==> config.mk <==
export PLATFORM = sky130hd
export DESIGN_NAME = cdb_arbiter
export DESIGN_NICKNAME = d
export VERILOG_FILES = /design/src/rtl/cdb_arbiter_pkg.sv /design/src/rtl/result_fifo.sv /design/src/rtl/cdb_arbiter.sv
export SDC_FILE = /design/constraint.sdc
export NUM_CORES = 1
export LEC_CHECK = 0
export ABC_AREA = 1
export BUFFER_PORTS_ARGS = -buffer_cell sky130_fd_sc_hd__buf_2
export CAP_MARGIN = 20
export CORE_ASPECT_RATIO = 1.5
export CORE_UTILIZATION = 40
export CTS_BUF_LIST = sky130_fd_sc_hd__clkbuf_4 sky130_fd_sc_hd__clkbuf_8
export CTS_CLUSTER_DIAMETER = 40
export CTS_CLUSTER_SIZE = 8
export DETAILED_ROUTE_END_ITERATION = 10
export PLACE_DENSITY = 0.69
export SYNTH_ARGS = -nofsm -noshare
export SYNTH_HDL_FRONTEND = slang
export SYNTH_SLANG_ARGS = --single-unit
==> constraint.sdc <==
create_clock -name clk -period 4.3 [get_ports clk]
set_input_delay 0.645 -clock clk [delete_from_list [all_inputs] [get_ports clk]]
set_output_delay 0.645 -clock clk [all_outputs]
set_load 0.05 [all_outputs]
==> src/rtl/cdb_arbiter_pkg.sv <==
// rtl/cdb_arbiter_pkg.sv - arbitration mode constants and broadcast entry layout helpers
package cdb_arbiter_pkg;

  localparam int ARB_RR    = 0;
  localparam int ARB_FIXED = 1;

  // A broadcast entry is packed as {tag, data}, tag in the upper bits.
  function automatic int bcast_entry_width(input int tag_w, input int data_w);
    return tag_w + data_w;
  endfunction

  function automatic int idx_width(input int n);
    return (n > 1) ? $clog2(n) : 1;
  endfunction

endpackage

==> src/rtl/result_fifo.sv <==
// rtl/result_fifo.sv - per-unit result queue with wrap-bit pointers and synchronous flush
module result_fifo #(
  parameter int WIDTH = 36,
  parameter int DEPTH = 4
) (
  input  logic             clk,
  input  logic             rst,
  input  logic             flush,
  input  logic             push,
  input  logic [WIDTH-1:0] din,
  input  logic             pop,
  output logic [WIDTH-1:0] dout,
  output logic             full,
  output logic             empty
);

  localparam int AW = (DEPTH > 1) ? $clog2(DEPTH) : 1;

  logic [AW:0]      r_wptr;
  logic [AW:0]      r_rptr;
  logic [WIDTH-1:0] r_mem [DEPTH];
  logic             w_wr;
  logic             w_rd;

  assign full  = (r_wptr[AW] != r_rptr[AW]) && (r_wptr[AW-1:0] == r_rptr[AW-1:0]);
  assign empty = (r_wptr == r_rptr);
  assign w_wr  = push && !full && !flush;
  assign w_rd  = pop && !empty && !flush;
  assign dout  = r_mem[r_rptr[AW-1:0]];

  always_ff @(posedge clk or posedge rst) begin
    if (rst) begin
      r_wptr <= '0;
      r_rptr <= '0;
    end else if (flush) begin
      r_wptr <= '0;
      r_rptr <= '0;
    end else begin
      if (w_wr) r_wptr <= r_wptr + 1'b1;
      if (w_rd) r_rptr <= r_rptr + 1'b1;
    end
  end

  // Storage needs no reset: only entries between the pointers are ever read.
  always_ff @(posedge clk) begin
    if (w_wr) r_mem[r_wptr[AW-1:0]] <= din;
  end

endmodule

==> src/rtl/cdb_arbiter.sv <==
// rtl/cdb_arbiter.sv - buffers functional-unit results and broadcasts one per cycle on the CDB
module cdb_arbiter
  import cdb_arbiter_pkg::*;
#(
  parameter int DATA_WIDTH  = 32,
  parameter int TAG_WIDTH   = 4,
  parameter int NUM_FU      = 4,
  parameter int QUEUE_DEPTH = 4,
  parameter int ARB_MODE    = ARB_RR
) (
  input  logic                            clk,
  input  logic                            rst,
  input  logic                            flush,
  input  logic [NUM_FU-1:0]               fu_valid,
  input  logic [NUM_FU*TAG_WIDTH-1:0]     fu_tag,
  input  logic [NUM_FU*DATA_WIDTH-1:0]    fu_data,
  output logic [NUM_FU-1:0]               queueFull,
  output logic                            queueEmpty,
  input  logic                            allowBroadcast,
  output logic                            broadcastDataAvailable,
  output logic [TAG_WIDTH-1:0]            broadcastDestinationTag,
  output logic [DATA_WIDTH-1:0]           broadcastDestinationData
);

  localparam int EW = bcast_entry_width(TAG_WIDTH, DATA_WIDTH);
  localparam int IW = idx_width(NUM_FU);

  logic [NUM_FU-1:0] w_push;
  logic [NUM_FU-1:0] w_pop;
  logic [NUM_FU-1:0] w_full;
  logic [NUM_FU-1:0] w_empty;
  logic [EW-1:0]     w_dout [NUM_FU];

  logic              w_load;
  logic              w_grant_vld;
  logic [IW-1:0]     w_grant_idx;
  logic [IW-1:0]     w_scan_idx;

  logic              r_bv;
  logic [TAG_WIDTH-1:0]  r_tag;
  logic [DATA_WIDTH-1:0] r_data;
  logic [IW-1:0]     r_last_grant;

  assign w_load = !r_bv || allowBroadcast;

  for (genvar g = 0; g < NUM_FU; g++) begin : g_fifo
    assign w_push[g] = fu_valid[g] && !flush;
    assign w_pop[g]  = w_load && w_grant_vld && (w_grant_idx == IW'(g)) && !flush;

    result_fifo #(
      .WIDTH (EW),
      .DEPTH (QUEUE_DEPTH)
    ) u_fifo (
      .clk   (clk),
      .rst   (rst),
      .flush (flush),
      .push  (w_push[g]),
      .din   ({fu_tag[g*TAG_WIDTH +: TAG_WIDTH], fu_data[g*DATA_WIDTH +: DATA_WIDTH]}),
      .pop   (w_pop[g]),
      .dout  (w_dout[g]),
      .full  (w_full[g]),
      .empty (w_empty[g])
    );
  end

  // Both scans run from the far end so the last hit is the highest-priority requester.
  always_comb begin
    w_grant_vld = 1'b0;
    w_grant_idx = '0;
    w_scan_idx  = '0;
    if (ARB_MODE == ARB_FIXED) begin
      for (int i = NUM_FU - 1; i >= 0; i--) begin
        w_scan_idx = IW'(i);
        if (!w_empty[w_scan_idx]) begin
          w_grant_vld = 1'b1;
          w_grant_idx = w_scan_idx;
        end
      end
    end else begin
      for (int k = NUM_FU; k >= 1; k--) begin
        w_scan_idx = IW'((int'(r_last_grant) + k) % NUM_FU);
        if (!w_empty[w_scan_idx]) begin
          w_grant_vld = 1'b1;
          w_grant_idx = w_scan_idx;
        end
      end
    end
  end

  always_ff @(posedge clk or posedge rst) begin
    if (rst) begin
      r_bv         <= 1'b0;
      r_tag        <= '0;
      r_data       <= '0;
      r_last_grant <= '0;
    end else if (flush) begin
      r_bv         <= 1'b0;
      r_last_grant <= '0;
    end else if (w_load) begin
      r_bv <= w_grant_vld;
      if (w_grant_vld) begin
        {r_tag, r_data} <= w_dout[w_grant_idx];
        r_last_grant    <= w_grant_idx;
      end
    end
  end

  assign queueFull                = w_full;
  assign queueEmpty               = (&w_empty) && !r_bv;
  assign broadcastDataAvailable   = r_bv;
  assign broadcastDestinationTag  = r_tag;
  assign broadcastDestinationData = r_data;

endmodule

==> impl_metrics.toml, run 1 <==
[synthesis]
synthDistinctLibCells = 33
synth_top_area_cell = "edfxtp_1"
syn_nets = 2261
ys_seq_elements = 639
avgSynthCellArea_sq_um = 12.4
synth_cells = 2089
synthArstFlopShare_pct = 9.86
synth_edf_count = 576
synth_flop_cell = "edfxtp_1"
ys_seq_area_share_pct = 73.1
synth_area_sq_mm = 0.0258
synth-warning-count = 0
synthDominantCellAreaShare_pct = 67.0
synthTopCellsByArea = "edfxtp_1, dfrtp_1, o21ai_0"

[timing]
tightest_slew_ns = 0.944
setup-tns-final_ns = 0
timing.slew.headroom_pct = 36.5
rsz0062_at_grt = "no"
period_minus_slack_ns = 3.71
timing_hold_violations_final = 0
min_period_over_period_pct = 86.3
fmax_mhz = 269
finClkSkew_ns = 0.0429
hold-worst-slack_ns = 0.0868
setup_viol = 0
finalMaxSlewViolations = 0

[clocking]
cts.path.max_buffers = 3
clkTransAtPathRegs_ns = 0.06
cts_tree = "built"
ctsResizeCount = 0
hold_buffers = 0
cts_setup_buffers = 0
insertion_delay_ns = 0.73
cts_root_buf = "clkbuf_8"
cts.htree.levels = 3
clock-sinks = 639
cts_inserted_buffers = 96

[routing]
drc = 0
via_per_inst = 5.63
num_vias = 17700
routed_wl_um = 71100
post_drt_wl_per_cell_um = 22.6
drtAntennaViolNets = 0
first_pass_iters = 7
drt_iter0_drc = 1902

[worst_setup_path]
cp.required_ns = 3.65
arrival_ns = 3.07
crit_type = "reg -> out"
end_kind = "output pin"
crit_path_start_kind = "flop"
critical_path.max_fanout = 30

[global_routing]
grt_pass1_vias = 17300
antenna_found_initial = 13
grt_overflow_total = 0
grt_pass1_wl_um = 105000
grt_usage_pct = 21.6
grt_start_max_net_pins = 75

[finish]
layout.nets = 2455
area_growth_pct = 13.7
fin_util_pct = 46.2
n_fill_cell = 5592
drive_gt1_share_pct = 18.4

[floorplanning]
core_sq_mm = 0.0636
row_count = 113
die_w_um = 210
start_util_pct = 40.6
die_y_um = 313
io_pins = 194
die_area_sq_mm = 0.0656

[power]
power_mw = 18.4
power.density_mw_per_mm2 = 626
p_leak_nw = 10.7
peakVddDrop_v = 0.000797

[flow_run]
drv_cap = 0

[placed_design]
dp_hpwl_um = 46000
gp_congestion = 0.970
portBuffers = 193

[status]
status = "finished clean"

[hold_path]
hold_path_class = "in -> async"
## critical path, stage by stage (launching register included)
cell     delay, ns
dfrtp_1       0.36
buf_4         0.24
xnor2_2       0.28
nand3_1       0.21
nor4_1        0.85
buf_2         0.41
## where the power goes
group          switching (mW)  leakage [nW]  internal, mW
clock                    2.24         0.904          2.42
combinational            4.67          3.81          1.55
sequential              0.330          6.02          7.19
total                    7.24          10.7          11.2
## area by class of cell
class,count,area (sq um),area share [%]
diodes,6,15.0,0.0511
clock buffers,128,1580,5.38
clock inverters,19,153,0.520
inverters,64,241,0.822
multi-input cells,1250,6210,21.1
flip-flops and latches,639,18900,64.3
well taps,805,1010,3.43
repair buffers,232,1290,4.40
## registers in the layout, indices dropped and copies added (netlist names)
register	count
g_fifo.u_fifo.r_wptr	12
broadcastDestinationTag	4
r_last_grant	2
broadcastDestinationData	32
g_fifo.u_fifo.r_rptr	12
broadcastDataAvailable	1
g_fifo.u_fifo.r_mem	576
## kinds of logic (layout without fill, tap and decap cells)
kind of cell	count (synthesis)	in the layout	synth area share (%)
AND/OR/NAND/NOR	770	770	12.6
flip-flops	639	639	73.1
XOR/XNOR	9	9	0.421
adder cells (fa/ha/maj)	20	20	0.969
buffers and inverters	200	443	3.31
AO/OA/AOI/OAI	451	451	9.63
other	0	6	0
## cell usage in the layout (no fill, tap or decap), types with 6 or more instances in the layout
master      synthesis  routed
nand2_2             7       8
inv_1              54      50
inv_2               8      12
o21ai_0           291     291
a32o_1             10      10
diode_2             0       6
nor2_1            310     295
a21oi_1            13      13
nand4_1            12      12
o22ai_1           135     135
clkinvlp_4          0       6
nor2_4              2      14
ha_1               20      20
buf_2              26     193
buf_4               9      37
nand3_1           193     192
edfxtp_1          576     576
nand2_1           229     228
dfrtp_1            63      59
or2_0              10      10
clkbuf_4            0      29
clkbuf_8            0      99
## synthesized netlist by cell type, types with 12 or more instances
| cell type | number |
|---|---|
| o21ai_0 | 291 |
| edfxtp_1 | 576 |
| nand2_1 | 229 |
| nand4_1 | 12 |
| nor2_1 | 310 |
| buf_2 | 26 |
| ha_1 | 20 |
| a21oi_1 | 13 |
| nand3_1 | 193 |
| clkbuf_1 | 94 |
| o22ai_1 | 135 |
| dfrtp_1 | 63 |
| inv_1 | 54 |
## metal layers
layer	vias to the layer above	global-route usage, %	share of wire [%]
met5	-	0	0.053
met4	6	13.2	5.6
met3	167	4.44	8.4
met2	852	34.6	48
met1	8716	27.1	38
li1	7951	-	-
## path summary, 6_finish.rpt
| path | start | cells past startpoint | endpoint | slack, ns |
|---|---|---|---|---|
| setup / recovery | g_fifo[2].u_fifo.r_rptr[1] | 5 | queueEmpty | 0.59 |
| hold / removal | rst | 2 | broadcastDestinationData[0] | 0.09 |
| setup reg to reg | g_fifo[2].u_fifo.r_rptr[1] | 13 | g_fifo[2].u_fifo.r_rptr[0] | 1.40 |
| hold reg to reg | broadcastDestinationData[16] | 2 | broadcastDestinationData[16] | 0.49 |
| max in group asynchronous | rst | 3 | g_fifo[1].u_fifo.r_rptr[0] | 3.22 |
| min in group clk | fu_data[57] | 1 | g_fifo[1].u_fifo.r_mem[3][25] | 0.13 |
## per-stage QoR
stage	cells	worst slack, ns	cell area, sq um
final	3143	0.588	29400
after global routing	3141	0.540	29400
after CTS	3137	0.703	29400
after detailed placement	2990	1.46	27600
after global placement	2989	1.48	27600
after floorplan	2089	1.18	25800
(Power assumes the default switching activity.)
==> run 2, diff against run 1 <==
- CTS_BUF_LIST: sky130_fd_sc_hd__clkbuf_4 sky130_fd_sc_hd__clkbuf_8 -> sky130_fd_sc_hd__clkbuf_16
==> run 2 against run 1 <==
  * Cell area grew 3.3%
  * Total power grew 11%
  * First-iteration DRC count grew 4.5%
  * Clock-buffer cell count shrank 31
  * Global-route usage grew 0.26 points
  * Worst hold slack gained 0.079 ns
  * Clock skew shrank 0.014 ns
  * Critical path type unchanged
  * Largest cell class unchanged
  * Largest power group unchanged
==> impl_metrics.toml, run 2 (synthesis results as in run 1) <==
[power]
power.density_mw_per_mm2 = 673
peakVddDrop_v = 0.000785
p_clk_share_pct = 32.6
swShare_pct = 37.2
p_int_mw = 12.8
power_frac_comb_pct = 30.6
p_leak_nw = 11.3
power_mw = 20.4
net-switching-power_mw = 7.60
seqPwrFrac_pct = 36.9

[clocking]
cts_setup_buffers = 0
insertion_delay_ns = 0.64
cts_inserted_buffers = 96
ctsResizeCount = 0
cts.htree.levels = 3
hold_buffers = 0
cts.path.max_buffers = 3
clock-sinks = 639
clkTransAtPathRegs_ns = 0.05
cts_tree = "built"
cts_root_buf = "clkbuf_16"

[floorplanning]
core_sq_mm = 0.0636
io_pins = 194
row_count = 113
start_util_pct = 40.6
die_y_um = 313
die_w_um = 210
die_area_sq_mm = 0.0656

[timing]
setup-tns-final_ns = 0
timing_hold_violations_final = 0
timing.slew.headroom_pct = 39.9
setup_ws_ns = 0.753
period_minus_slack_ns = 3.55
finClkSkew_ns = 0.0289
tightest_slew_ns = 0.900
min_period_over_period_pct = 82.5
finalMaxSlewViolations = 0
setup_viol = 0
rsz0062_at_grt = "no"
fmax_mhz = 282

[finish]
layout_common_cells = "edfxtp_1, nor2_1, o21ai_0, nand2_1, buf_2"
drive_gt1_share_pct = 17.1
stdcell_area_sq_mm = 0.0304
final_common_cell = "edfxtp_1"
area_growth_pct = 17.5
largest_reg_flops = 576
layout.nets = 2455

[worst_setup_path]
crit-reg2reg-capture = "g_fifo[2].u_fifo.r_rptr[0]"
worstSetupEndpoint = "queueEmpty"
cp-startpoint = "g_fifo[2].u_fifo.r_rptr[1]"
ff2ff_setup_slack_ns = 1.38
critical_path.max_fanout = 30
crit_path_start_kind = "flop"
reg2reg_from = "g_fifo[2].u_fifo.r_rptr[1]"
arrival_ns = 2.90
reg2regPathDepth = 13
end_kind = "output pin"
crit_type = "reg -> out"
cp.required_ns = 3.65

[placed_design]
gp_congestion = 0.970
dp_hpwl_um = 46000
portBuffers = 193
pre_cts_ws_ns = 1.46
place_area_sq_mm = 0.0276

[routing]
drtAntennaViolNets = 0
first_pass_iters = 5
drc = 0
num_vias = 17800
via_per_inst = 5.67
drt_iter0_drc = 1987
routed_wl_um = 71800
post_drt_wl_per_cell_um = 22.9

[flow_run]
drv_cap = 0

[global_routing]
grt_overflow_total = 0
grt_start_max_net_pins = 75
grt_usage_pct = 21.9
grt_pass1_vias = 17400
grt_pass1_wl_um = 106000
antenna_found_initial = 11

[status]
status = "finished clean"

[hold_path]
hold_path_class = "in -> async"
==> run 2: changes by cell type in the layout (fill, tap and decap cells not counted), sizes merged <==
cell | previous run | this run
clkbuf | 128 | 97
clkinvlp | 6 | 3
inv | 65 | 95
diode | 6 | 2
clkinv | 11 | 15
==> run 2: area by class of cell <==
type                       count  area [sq um]
clock buffer                  97          2430
tap                          805          1010
multi-input combinational   1250          6210
antenna                        2          5.00
clock inverter                50           297
timing repair buffer         232          1290
sequential                   639         18900
inverter                      64           241
fill                        5479         33300
==> run 2: worst min-delay path by stage <==
stage | from | to | slack (ns)
after floorplan | g_fifo[3].u_fifo.r_wptr[2] | g_fifo[3].u_fifo.r_wptr[2] | 0.46
after global placement | broadcastDestinationData[19] | broadcastDestinationData[19] | 0.47
after detailed placement | broadcastDestinationData[16] | broadcastDestinationData[16] | 0.47
after CTS | rst | broadcastDestinationData[30] | 0.20
after global routing | fu_data[81] | g_fifo[2].u_fifo.r_mem[3][17] | 0.21
final | rst | broadcastDestinationData[0] | 0.17
==> run 2: through the flow <==
step / instances / utilization, % / hold WS [ns]
2_1_floorplan: 2089 / - / 0.456
3_3_place_gp: 2989 / 43.4 / 0.466
3_5_place_dp: 2990 / 43.4 / 0.470
4_1_cts: 3137 / 47.7 / 0.196
5_1_grt: 3139 / 47.7 / 0.210
6_report: 3139 / 47.7 / 0.166
==> run 2: power groups by stage <==
stage,Clock [mW],Combinational (mW),Sequential [mW]
final,6.65,6.24,7.53
after global routing,6.96,6.74,7.54
after floorplan,0,3.70,8.06
after CTS,6.71,6.11,7.51
after detailed placement,0,6.10,7.62
after global placement,0,5.94,7.61
==> run 2: layer usage <==
layer / track usage, % / share of wire (%) / routed length, um / vias up
met4: 12.2 / 5.3 / 3810 / 6
met5: 0 / 0.052 / 37 / -
met2: 35.4 / 49 / 34800 / 920
met3: 4.66 / 8.7 / 6260 / 180
li1: - / - / - / 7953
met1: 27.5 / 37 / 26900 / 8727
==> run 2: worst max-delay path, cell delays in order, from the launching register on <==
cell     delay [ns]
dfrtp_1        0.35
buf_4          0.24
xnor2_2        0.27
nand3_1        0.21
nor4_1         0.79
buf_2          0.40
